--- src/rtl/rof_sample_sequencer.sv ---
// Sample sequencer for the rank-order filter demo: walks a sample ROM on clk, strobes each
// sample into the filter and captures its result. Optional macro ROF_SEQ_STOP_AT_END_EN.
module rof_sample_sequencer #(
    parameter int DATA_BITS = 8,
    parameter int ADDR_BITS = 8,
    parameter int ROM_DEPTH = 256,
    parameter int FILT_LAT  = 1,
    parameter int RUN_DIV   = 50000000
) (
    input  logic                 clk,
    input  logic                 rst,
    input  logic                 btn_step,
    input  logic                 btn_mode,
    input  logic [DATA_BITS-1:0] rom_data,
    input  logic [DATA_BITS-1:0] filt_out,
    output logic [ADDR_BITS-1:0] rom_addr,
    output logic                 sample_en,
    output logic [DATA_BITS-1:0] sample_data,
    output logic [DATA_BITS-1:0] disp_in,
    output logic [DATA_BITS-1:0] disp_out,
    output logic                 running,
    output logic                 wrapped
);

    localparam int LAT_W = $clog2(FILT_LAT + 1);
    localparam int PS_W  = $clog2(RUN_DIV);

    localparam logic [ADDR_BITS-1:0] LAST_ADDR = ADDR_BITS'(ROM_DEPTH - 1);
    localparam logic [LAT_W-1:0]     LAT_LOAD  = LAT_W'(FILT_LAT);
    localparam logic [PS_W-1:0]      PS_LAST   = PS_W'(RUN_DIV - 1);

    typedef enum logic [1:0] {
        S_IDLE  = 2'd0,
        S_FETCH = 2'd1,
        S_ISSUE = 2'd2,
        S_DRAIN = 2'd3
    } state_t;

    state_t r_state;
    state_t w_state_nxt;

    logic [2:0]           r_step_sync;
    logic [2:0]           r_mode_sync;
    logic [PS_W-1:0]      r_presc;
    logic                 r_pend;
    logic                 r_running;
    logic                 r_wrapped;
    logic [ADDR_BITS-1:0] r_addr;
    logic [LAT_W-1:0]     r_lat;
    logic                 r_sample_en;
    logic [DATA_BITS-1:0] r_sample_data;
    logic [DATA_BITS-1:0] r_disp_in;
    logic [DATA_BITS-1:0] r_disp_out;

    logic w_step_press;
    logic w_mode_press;
    logic w_tick;
    logic w_issue;
    logic w_capture;
    logic w_leave_idle;
    logic w_stop;

    // Two synchronizer flops, the third holds the previous level for edge detection.
    always_ff @(posedge clk or posedge rst) begin
        if (rst) begin
            r_step_sync <= '0;
            r_mode_sync <= '0;
        end else begin
            r_step_sync <= {r_step_sync[1:0], btn_step};
            r_mode_sync <= {r_mode_sync[1:0], btn_mode};
        end
    end

    assign w_step_press = r_step_sync[1] & ~r_step_sync[2];
    assign w_mode_press = r_mode_sync[1] & ~r_mode_sync[2];
    assign w_tick       = r_running && (r_presc == PS_LAST);

`ifdef ROF_SEQ_STOP_AT_END_EN
    assign w_stop = w_issue && r_running && (r_addr == LAST_ADDR);
`else
    assign w_stop = 1'b0;
`endif

    always_ff @(posedge clk or posedge rst) begin
        if (rst) begin
            r_state <= S_IDLE;
        end else begin
            r_state <= w_state_nxt;
        end
    end

    always_comb begin
        w_state_nxt  = r_state;
        w_issue      = 1'b0;
        w_capture    = 1'b0;
        w_leave_idle = 1'b0;
        case (r_state)
            S_IDLE: begin
                if (r_running ? (w_tick || r_pend) : w_step_press) begin
                    w_state_nxt  = S_FETCH;
                    w_leave_idle = 1'b1;
                end
            end
            S_FETCH: w_state_nxt = S_ISSUE;
            S_ISSUE: begin
                w_issue     = 1'b1;
                w_state_nxt = S_DRAIN;
            end
            S_DRAIN: begin
                if (r_lat == '0) begin
                    w_capture   = 1'b1;
                    w_state_nxt = S_IDLE;
                end
            end
            default: w_state_nxt = S_IDLE;
        endcase
    end

    // Mode toggling, prescaler and the single-slot pending RUN tick.
    always_ff @(posedge clk or posedge rst) begin
        if (rst) begin
            r_running <= 1'b0;
            r_presc   <= '0;
            r_pend    <= 1'b0;
        end else begin
            if (w_stop) begin
                r_running <= 1'b0;
            end else if (w_mode_press) begin
                r_running <= ~r_running;
            end

            if (w_mode_press) begin
                r_presc <= '0;
            end else if (r_running) begin
                r_presc <= (r_presc == PS_LAST) ? '0 : r_presc + PS_W'(1);
            end

            if (!r_running || w_mode_press) begin
                r_pend <= 1'b0;
            end else if (w_tick && r_state != S_IDLE) begin
                r_pend <= 1'b1;
            end else if (w_leave_idle) begin
                r_pend <= 1'b0;
            end
        end
    end

    always_ff @(posedge clk or posedge rst) begin
        if (rst) begin
            r_sample_en   <= 1'b0;
            r_sample_data <= '0;
            r_disp_in     <= '0;
            r_disp_out    <= '0;
            r_addr        <= '0;
            r_wrapped     <= 1'b0;
            r_lat         <= '0;
        end else begin
            r_sample_en <= w_issue;
            if (w_issue) begin
                r_sample_data <= rom_data;
                r_disp_in     <= rom_data;
                r_lat         <= LAT_LOAD;
                if (r_addr == LAST_ADDR) begin
                    r_addr    <= '0;
                    r_wrapped <= 1'b1;
                end else begin
                    r_addr <= r_addr + ADDR_BITS'(1);
                end
            end else if (r_state == S_DRAIN && r_lat != '0) begin
                r_lat <= r_lat - LAT_W'(1);
            end
            if (w_capture) begin
                r_disp_out <= filt_out;
            end
        end
    end

    assign rom_addr    = r_addr;
    assign sample_en   = r_sample_en;
    assign sample_data = r_sample_data;
    assign disp_in     = r_disp_in;
    assign disp_out    = r_disp_out;
    assign running     = r_running;
    assign wrapped     = r_wrapped;

endmodule

--- config.mk ---
export PLATFORM = sky130hd
export DESIGN_NAME = rof_sample_sequencer
export DESIGN_NICKNAME = d
export VERILOG_FILES = /design/src/rtl/rof_sample_sequencer.sv
export SDC_FILE = /design/constraint.sdc
export NUM_CORES = 1
export LEC_CHECK = 0
export ABC_AREA = 1
export BUFFER_PORTS_ARGS = -buffer_cell sky130_fd_sc_hd__buf_2
export CORE_MARGIN = 1
export CORE_UTILIZATION = 50
export CTS_CLUSTER_DIAMETER = 120
export DETAILED_ROUTE_END_ITERATION = 6
export GPL_TIMING_DRIVEN = 1
export PLACE_DENSITY_LB_ADDON = 0.15
export REMOVE_ABC_BUFFERS = 1
export SLEW_MARGIN = 20
export SYNTH_ARGS = -nofsm -noshare
export SYNTH_HDL_FRONTEND = slang
export SYNTH_SLANG_ARGS = --single-unit
export TNS_END_PERCENT = 100
--- constraint.sdc ---
create_clock -name clk -period 2.4 [get_ports clk]
set_input_delay 0.36 -clock clk [delete_from_list [all_inputs] [get_ports clk]]
set_output_delay 0.36 -clock clk [all_outputs]
set_load 0.02 [all_outputs]
* Word-level counts from Yosys, hierarchy flattened
Index checks and enable logic that the tools add are counted.
** Word-level totals
- Register bits after elaboration :: 63
- Input bits :: 20
- Output and inout port bits :: 35
- Logic and storage cells :: 58
** Cells by class
- Add/sub/neg operators :: 3
- Eq/ne operators :: 7
- Mux-type cells :: 18
- Bitwise operators :: 5
- Reduce and logical (&&, ||, !) cells :: 13
** Operators by type and width (number)
- $mux W26 :: 3
- $add A26 B1 Y26 const B :: 1
- $eq A26 B26 Y1 const B :: 1
- $mux W1 :: 11
- $add A8 B1 Y8 const B :: 1
- $eq A8 B8 Y1 const B :: 1
- $mux W8 :: 1
- $pmux W2 S4 :: 1
- $reduce_bool A2 Y1 :: 3
- $eq A2 B2 Y1 const B :: 2
- $mux W2 :: 2
- $ne A2 B2 Y1 const B :: 2
- $reduce_and A2 Y1 :: 2
- $logic_and A1 B1 Y1 :: 3
- $not A1 Y1 :: 3
- $reduce_bool A3 Y1 :: 1
- $and A1 B1 Y1 :: 2
- $eq A2 B1 Y1 const B :: 1
- $logic_not A2 Y1 :: 1
- $logic_or A1 B1 Y1 :: 2
- $logic_not A1 Y1 :: 1
- $sub A1 B1 Y1 const B :: 1

* Depth between registers and ports, before layout
Gate-level depths: netlist of the first run.
- Depth in word-level cells :: 9
- Gate-level depth with buffers :: 12
- Depth with buffers taken out :: 12

* Worst setup path before layout of the first run
No wires, ideal clock.
- Path kind :: register to register
- From :: reg r_presc[0]
- To :: reg r_presc[21]
- Setup time :: 0.125 ns
- Arrival time :: 1.394 ns
- Data required time :: 2.275 ns
- Path slack :: 0.881 ns
- Stages on the path, launching flop included :: 12
- Path buffers :: 1
- Clock period less this slack :: 1.519 ns
- Path through :: dfrtp_1 -> ha_1 -> nand3_2 -> inv_2 -> nand2_1 -> nor2_2 -> nand2_2 -> nand2_4 -> inv_4 -> buf_6 -> nand3_1 -> o21ai_1
** Between the ends
- Cells in the longest elaborated chain, start to end :: 4
- Elaborated cells on any way between the ends :: 5
- Those cells by class :: 1 x add/sub; 1 x eq/ne; 3 x mux
** RTL lines
- start, declared :: line 44 : logic [PS_W-1:0] r_presc;
- start signal, assigned :: line 135 : r_presc <= (r_presc == PS_LAST) ? '0 : r_presc + PS_W'(1);
- $add A26 B1 Y26 / $eq A26 B26 Y1 (equally long branches) :: line 135
- $mux W26 * :: line 135
- $mux W26 * :: line 134 : end else if (r_running) begin
- $mux W26 * :: line 132 : if (w_mode_press) begin
Mark *: on every way between the ends. The rest lies on a longest branch, timed or not. The select of a mux whose other input is x is not followed.
A chain may end at the register's enable or synchronous reset.

* Final worst setup path of the first run
- From :: reg r_presc[0]
- To :: reg r_presc[13]
The elaborated chain is that of the path after synthesis.

==> results of run 1 <==
==> sequential cells by signal, indices dropped and copies added (netlist names) <==
| register | count |
|---|---|
| r_presc | 26 |
| disp_in | 8 |
| disp_out | 8 |
| rom_addr | 8 |
| r_mode_sync | 3 |
| r_step_sync | 3 |
| r_state | 2 |
| r_lat | 1 |
| r_pend | 1 |
| running | 1 |
| sample_en | 1 |
| wrapped | 1 |
==> critical path: stages (launching register included) <==
cell,delay (ns)
dfrtp_1,0.45
ha_1,0.26
nand3_2,0.14
inv_2,0.06
nand2_1,0.07
nor2_2,0.04
nand2_2,0.10
nand2_4,0.11
inv_4,0.20
o21ai_0,0.11
a21boi_0,0.16
==> cells in the final DEF (no fill, tap or decap), types with 9 or more instances in the layout <==
cell type | synthesis | layout
clkbuf_8 | 0 | 11
nand4_1 | 11 | 11
buf_2 | 1 | 54
nand3_1 | 23 | 23
inv_1 | 45 | 44
o21ai_0 | 11 | 11
o21ai_1 | 9 | 9
dfrtp_1 | 63 | 63
nand2_1 | 114 | 114
a21oi_1 | 10 | 10
nor2_1 | 42 | 42
==> kinds of logic after synthesis <==
kind of cell | Yosys count | synth area share, %
XOR/XNOR | 9 | 2.424
buffers and inverters | 62 | 8.657
adder cells (fa/ha/maj) | 5 | 1.924
flip-flops | 63 | 48.48
AO/OA/AOI/OAI | 37 | 6.272
multiplexers | 8 | 2.770
AND/OR/NAND/NOR | 215 | 29.47
==> power breakdown <==
part / switching, mW / internal [mW] / leakage, nW / total, mW
Sequential: 0.178 / 1.30 / 0.815 / 1.48
Combinational: 0.764 / 0.435 / 0.972 / 1.20
Clock: 0.418 / 0.529 / 0.0985 / 0.947
Total: 1.36 / 2.27 / 1.89 / 3.63
==> final timing paths <==
kind | start | endpoint | slack (ns) | cells after the start
max | r_presc[0] | r_presc[13] | 0.62 | 10
max reg2reg | r_presc[0] | r_presc[13] | 0.62 | 10
min reg2reg | r_mode_sync[0] | r_mode_sync[1] | 0.35 | 0
min | rst | disp_in[1] | 0.09 | 2
min in group clk | btn_mode | r_mode_sync[0] | 0.12 | 1
max in group asynchronous | rst | disp_out[5] | 1.70 | 3
==> stage by stage <==
stage / util [%] / worst slack (ns)
3_5_place_dp: 56.36 / 0.6438
4_1_cts: 59.49 / 0.6050
3_3_place_gp: 56.36 / 0.7366
5_1_grt: 59.49 / 0.4732
2_1_floorplan: - / 0.4703
6_report: 59.49 / 0.6153
==> final cells by class <==
| class | count | area [µm²] |
|---|---|---|
| Inverter | 47 | 178.9 |
| Fill cell | 579 | 2557 |
| Clock inverter | 3 | 42.54 |
| Clock buffer | 12 | 155.1 |
| Multi-Input combinational cell | 274 | 1394 |
| Tap cell | 77 | 96.34 |
| Sequential cell | 63 | 1577 |
| Timing Repair Buffer | 58 | 312.8 |
==> layer usage <==
| metal | routed length, µm | share of wire [%] |
|---|---|---|
| met4 | 109 | 1.6 |
| met3 | 277 | 4.1 |
| met5 | 0 | 0 |
| met1 | 3184 | 48 |
| met2 | 3104 | 47 |
==> cell usage after synthesis, drive strengths merged <==
| cell | count | area (µm²) |
|---|---|---|
| a21boi | 1 | 7.510 |
| a21oi | 10 | 50.05 |
| a22o | 1 | 8.760 |
| buf | 12 | 91.33 |
| clkbuf | 3 | 11.26 |
| dfrtp | 63 | 1577 |
| ha | 5 | 62.56 |
| inv | 47 | 178.9 |
| mux2 | 8 | 90.09 |
| nand2 | 119 | 464.2 |
| nand3 | 26 | 145.1 |
| nand4 | 13 | 93.84 |
| nor2 | 51 | 224.0 |
| nor3 | 5 | 25.02 |
| o21ai | 20 | 100.1 |
| o221a | 1 | 11.26 |
| o22ai | 3 | 18.77 |
| o31ai | 1 | 7.510 |
| or2 | 1 | 6.260 |
| xnor2 | 2 | 17.52 |
| xor2 | 7 | 61.31 |
==> results.py, run 1 <==
metrics = {
    "global_routing": {
        "grtUsageMet3_pct": 4.066,
        "grt_pass1_wl_um": 10680,
        "gr-usage-met2_pct": 34.34,
        "grt_max_degree": 36,
        "grt_pass1_vias": 2413,
        "grt_most_used_layer": "met2",
        "grt_overflow": 0,
        "use_met1_pct": 26.69,
        "grt_usage_pct": 21.13,
        "antenna_found_initial": 0,
    },
    "clocking": {
        "cts.path.max_buffers": 2,
        "cts-resized-gates": 0,
        "cts-root-buf": "clkbuf_8",
        "cts_post_setup_buffers_inserted": 0,
        "cts-htree-levels": 3,
        "cts_made_buffers": 9,
        "clock_latency_ns": 0.35,
        "clkTransAtPathRegs_ns": 0.08,
        "hold_buffers": 0,
        "cts.sinks": 63,
        "cts_tree": "done",
    },
    "route": {
        "drc": 0,
        "via_per_inst": 5.109,
        "routed_wl_um": 6675,
        "via_count": 2728,
        "route.antenna.remaining_nets": 0,
        "drtIter0Drc": 177,
        "drtPass1Iterations": 5,
        "routedWlPerCell_um": 12.50,
    },
    "setup_path": {
        "crit_fanout": 16,
        "worstSetupStartpointType": "register",
        "critical_path_class": "reg2reg",
        "endpoint_kind": "register",
        "worstPathArrival_ns": 2.05,
        "crit_required_ns": 2.66,
    },
    "sta": {
        "setup_viol_count_final": 0,
        "fin_setup_tns_ns": 0,
        "period_needed_ns": 1.785,
        "slew_viol_final": 0,
        "fin_worst_skew_ns": 0.008797,
        "worstMarginPinSlew_ns": 0.6453,
        "fmax_ghz": 0.5603,
        "relSlewSlack_pct": 56.92,
        "whs_ns": 0.09207,
        "rsz0062_at_grt": "false",
        "hold_viol": 0,
        "period_share_pct": 74.36,
    },
    "floorplan": {
        "die_h_um": 82.65,
        "rows": 29,
        "die_w_um": 82.65,
        "initial_core_util_pct": 51.51,
        "die-area_mm2": 0.006830,
        "core-area_mm2": 0.006314,
        "io_pins": 55,
    },
    "power": {
        "power_leakage_nw": 1.886,
        "power.total_mw": 3.627,
        "powerDensity_mw_per_mm2": 965.6,
        "irDropWorstVdd_uv": 718.6,
    },
    "yosys": {
        "yosysUniqueCellTypes": 32,
        "syn_area_mm2": 0.003252,
        "synthCells": 399,
        "ys_ff_latch": 63,
        "synth_seq_area_share_pct": 48.48,
        "avgSynthCellArea_um2": 8.150,
        "synth_warnings": 0,
    },
    "worst_hold_path": {
        "holdCritPathClass": "in2async",
    },
    "layout": {
        "num_antenna_cells": 0,
        "final_area_mm2": 0.003756,
        "area_growth_pct": 15.51,
        "final_cells": 534,
        "drive_above_1_share_pct": 22.76,
        "final_nets": 478,
    },
    "placed_design": {
        "placed_cells": 519,
        "hpwl_um": 4641,
        "dpl-instance-area_mm2": 0.003558,
        "portBuffers": 54,
        "gp_congestion": 0.8697,
    },
    "status": {
        "status": "complete, no violations",
    },
    "job": {
        "cap_violations": 0,
    },
}
(Power assumes the default switching activity.)
==> run 2, diff against run 1 <==
- clock period: 2.4 -> 1.9 ns (I/O delays scaled with it)
==> results.py, run 2 (synthesis results as in run 1) <==
metrics = {
    "status": {
        "status": "complete, but fails checks",
        "violations": "design-rule violations, negative hold slack",
    },
    "placed_design": {
        "placed_cells": 519,
        "hpwl_um": 4654,
        "gp_congestion": 0.8699,
        "portBuffers": 54,
    },
    "clocking": {
        "cts-root-buf": "clkbuf_8",
        "clkTransAtPathRegs_ns": 0.07,
        "cts_made_buffers": 9,
        "clock_latency_ns": 0.34,
        "cts-resized-gates": 0,
        "cts_tree": "done",
        "cts_post_setup_buffers_inserted": 0,
        "cts.path.max_buffers": 2,
        "cts-htree-levels": 3,
        "hold_buffers": 0,
        "cts.sinks": 63,
    },
    "setup_path": {
        "path_common_cell": "nand3_1",
        "endpoint_kind": "register",
        "worstSetupStartpointType": "register",
        "crit_path_max_incr_delay_ns": 0.43,
        "crit_required_ns": 2.11,
        "critical_path_class": "reg2reg",
        "crit_fanout": 8,
        "worstPathCellList": "ha_1, nand3_2, nor2_2, nand4_2, nor2_4, nand3_1, nand3_1, o21ai_1",
        "worstPathArrival_ns": 1.95,
        "cp_slowest_cell": "dfrtp_1",
    },
    "global_routing": {
        "grt_pass1_vias": 2343,
        "grt_usage_pct": 21.86,
        "grt_overflow": 0,
        "grt_max_degree": 64,
        "antenna_found_initial": 0,
        "grt_pass1_wl_um": 10950,
    },
    "worst_hold_path": {
        "holdCritPathClass": "in2async",
    },
    "floorplan": {
        "rows": 29,
        "die_h_um": 82.65,
        "die-area_mm2": 0.006830,
        "io_pins": 55,
        "initial_core_util_pct": 51.51,
        "core-area_mm2": 0.006314,
        "die_w_um": 82.65,
    },
    "power": {
        "pwr-share-comb_pct": 32.7,
        "clock_power_share_pct": 27.2,
        "p_int_mw": 2.960,
        "power_leakage_nw": 1.897,
        "irDropWorstVdd_uv": 1044,
        "swShare_pct": 36.42,
        "pwr-share-seq_pct": 40.1,
        "p_sw_mw": 1.696,
        "powerDensity_mw_per_mm2": 1235,
    },
    "sta": {
        "fin_worst_skew_ns": 0.007759,
        "fin_setup_tns_ns": 0,
        "period_share_pct": 91.54,
        "whs_ns": -0.007725,
        "setup_viol_count_final": 0,
        "worstMarginPinSlew_ns": 0.4480,
        "slew_viol_final": 0,
        "hold_viol": 13,
        "period_needed_ns": 1.739,
        "relSlewSlack_pct": 69.91,
        "fmax_ghz": 0.5750,
        "rsz0062_at_grt": "false",
    },
    "route": {
        "drtIter0Drc": 179,
        "via_count": 2673,
        "drtPass1Iterations": 6,
        "routed_wl_um": 6594,
        "routedWlPerCell_um": 12.35,
        "drc": 2,
        "via_per_inst": 5.006,
        "route.antenna.remaining_nets": 0,
    },
    "layout": {
        "area_growth_pct": 15.93,
        "largest_reg_flops": 26,
        "final_cells": 534,
        "num_antenna_cells": 0,
        "drive_above_1_share_pct": 22.76,
        "mostFrequentLayoutCell": "nand2_1",
        "layout_common_cells": "114 x nand2_1, 63 x dfrtp_1, 54 x buf_2",
        "regMostFlops": "r_presc",
        "final_util_pct": 59.71,
        "final_nets": 478,
    },
    "job": {
        "cap_violations": 0,
    },
}
## run 2: cell count changes in the layout (fill, tap and decap cells not counted), sizes merged
cell,previous run,this run
clkinvlp,1,0
bufinv,1,2
clkinv,1,2
clkbuf,12,11
## run 2: layout make-up
type                            instances  area [µm²]
Timing Repair Buffer                   58       312.8
Inverter                               47       178.9
Multi-Input combinational cell        274        1394
Fill cell                             577        2544
Clock buffer                           11       141.4
Clock inverter                          4       70.07
Sequential cell                        63        1577
Tap cell                               77       96.34
## run 2: final timing paths
kind	startpoint	endpoint	slack, ns	cells after the start
worst max-delay path	r_presc[0]	r_presc[18]	0.16	8
worst min register to register	r_mode_sync[0]	r_mode_sync[1]	0.35	0
min in group clk	btn_step	r_step_sync[0]	0.06	1
worst max register to register	r_presc[0]	r_presc[18]	0.16	8
max in group asynchronous	rst	r_presc[20]	1.61	3
worst min-delay path	rst	r_presc[24]	-0.008	3
## run 2: stage by stage
stage	setup slack, ns	power (mW)	cell area, µm²
finish	0.1608	4.656	3770
global route	0.004534	4.983	3770
CTS	0.1630	4.718	3770
detailed placement	0.1842	3.426	3558
global placement	0.2351	3.392	3558
floorplan	0.04525	2.882	3149
## run 2: power by group through the flow
stage          clock network, mW  logic [mW]  registers (mW)
6_report                    1.27        1.52            1.87
5_1_grt                     1.36        1.70            1.92
4_1_cts                     1.30        1.55            1.87
3_5_place_dp                   0        1.54            1.88
3_3_place_gp                   0        1.52            1.87
2_1_floorplan                  0       0.620            2.26
## run 2: layer usage
| metal | part of all wire, % | vias up | GRT usage (%) |
|---|---|---|---|
| li1 | - | 1367 | - |
| met1 | 48 | 1229 | 29.71 |
| met2 | 46 | 71 | 32.79 |
| met3 | 4.9 | 6 | 4.835 |
| met4 | 0.73 | 0 | 10.86 |
| met5 | 0 | - | 0 |
## run 2: worst max-delay path, delay by kind of cell (launching register included)
family / cells / cell delay [ns]
AOI/OAI and AO/OA: 1 / 0.07
adders and majority gates: 1 / 0.24
and+or+nand+nor: 6 / 0.87
DFF: 1 / 0.43
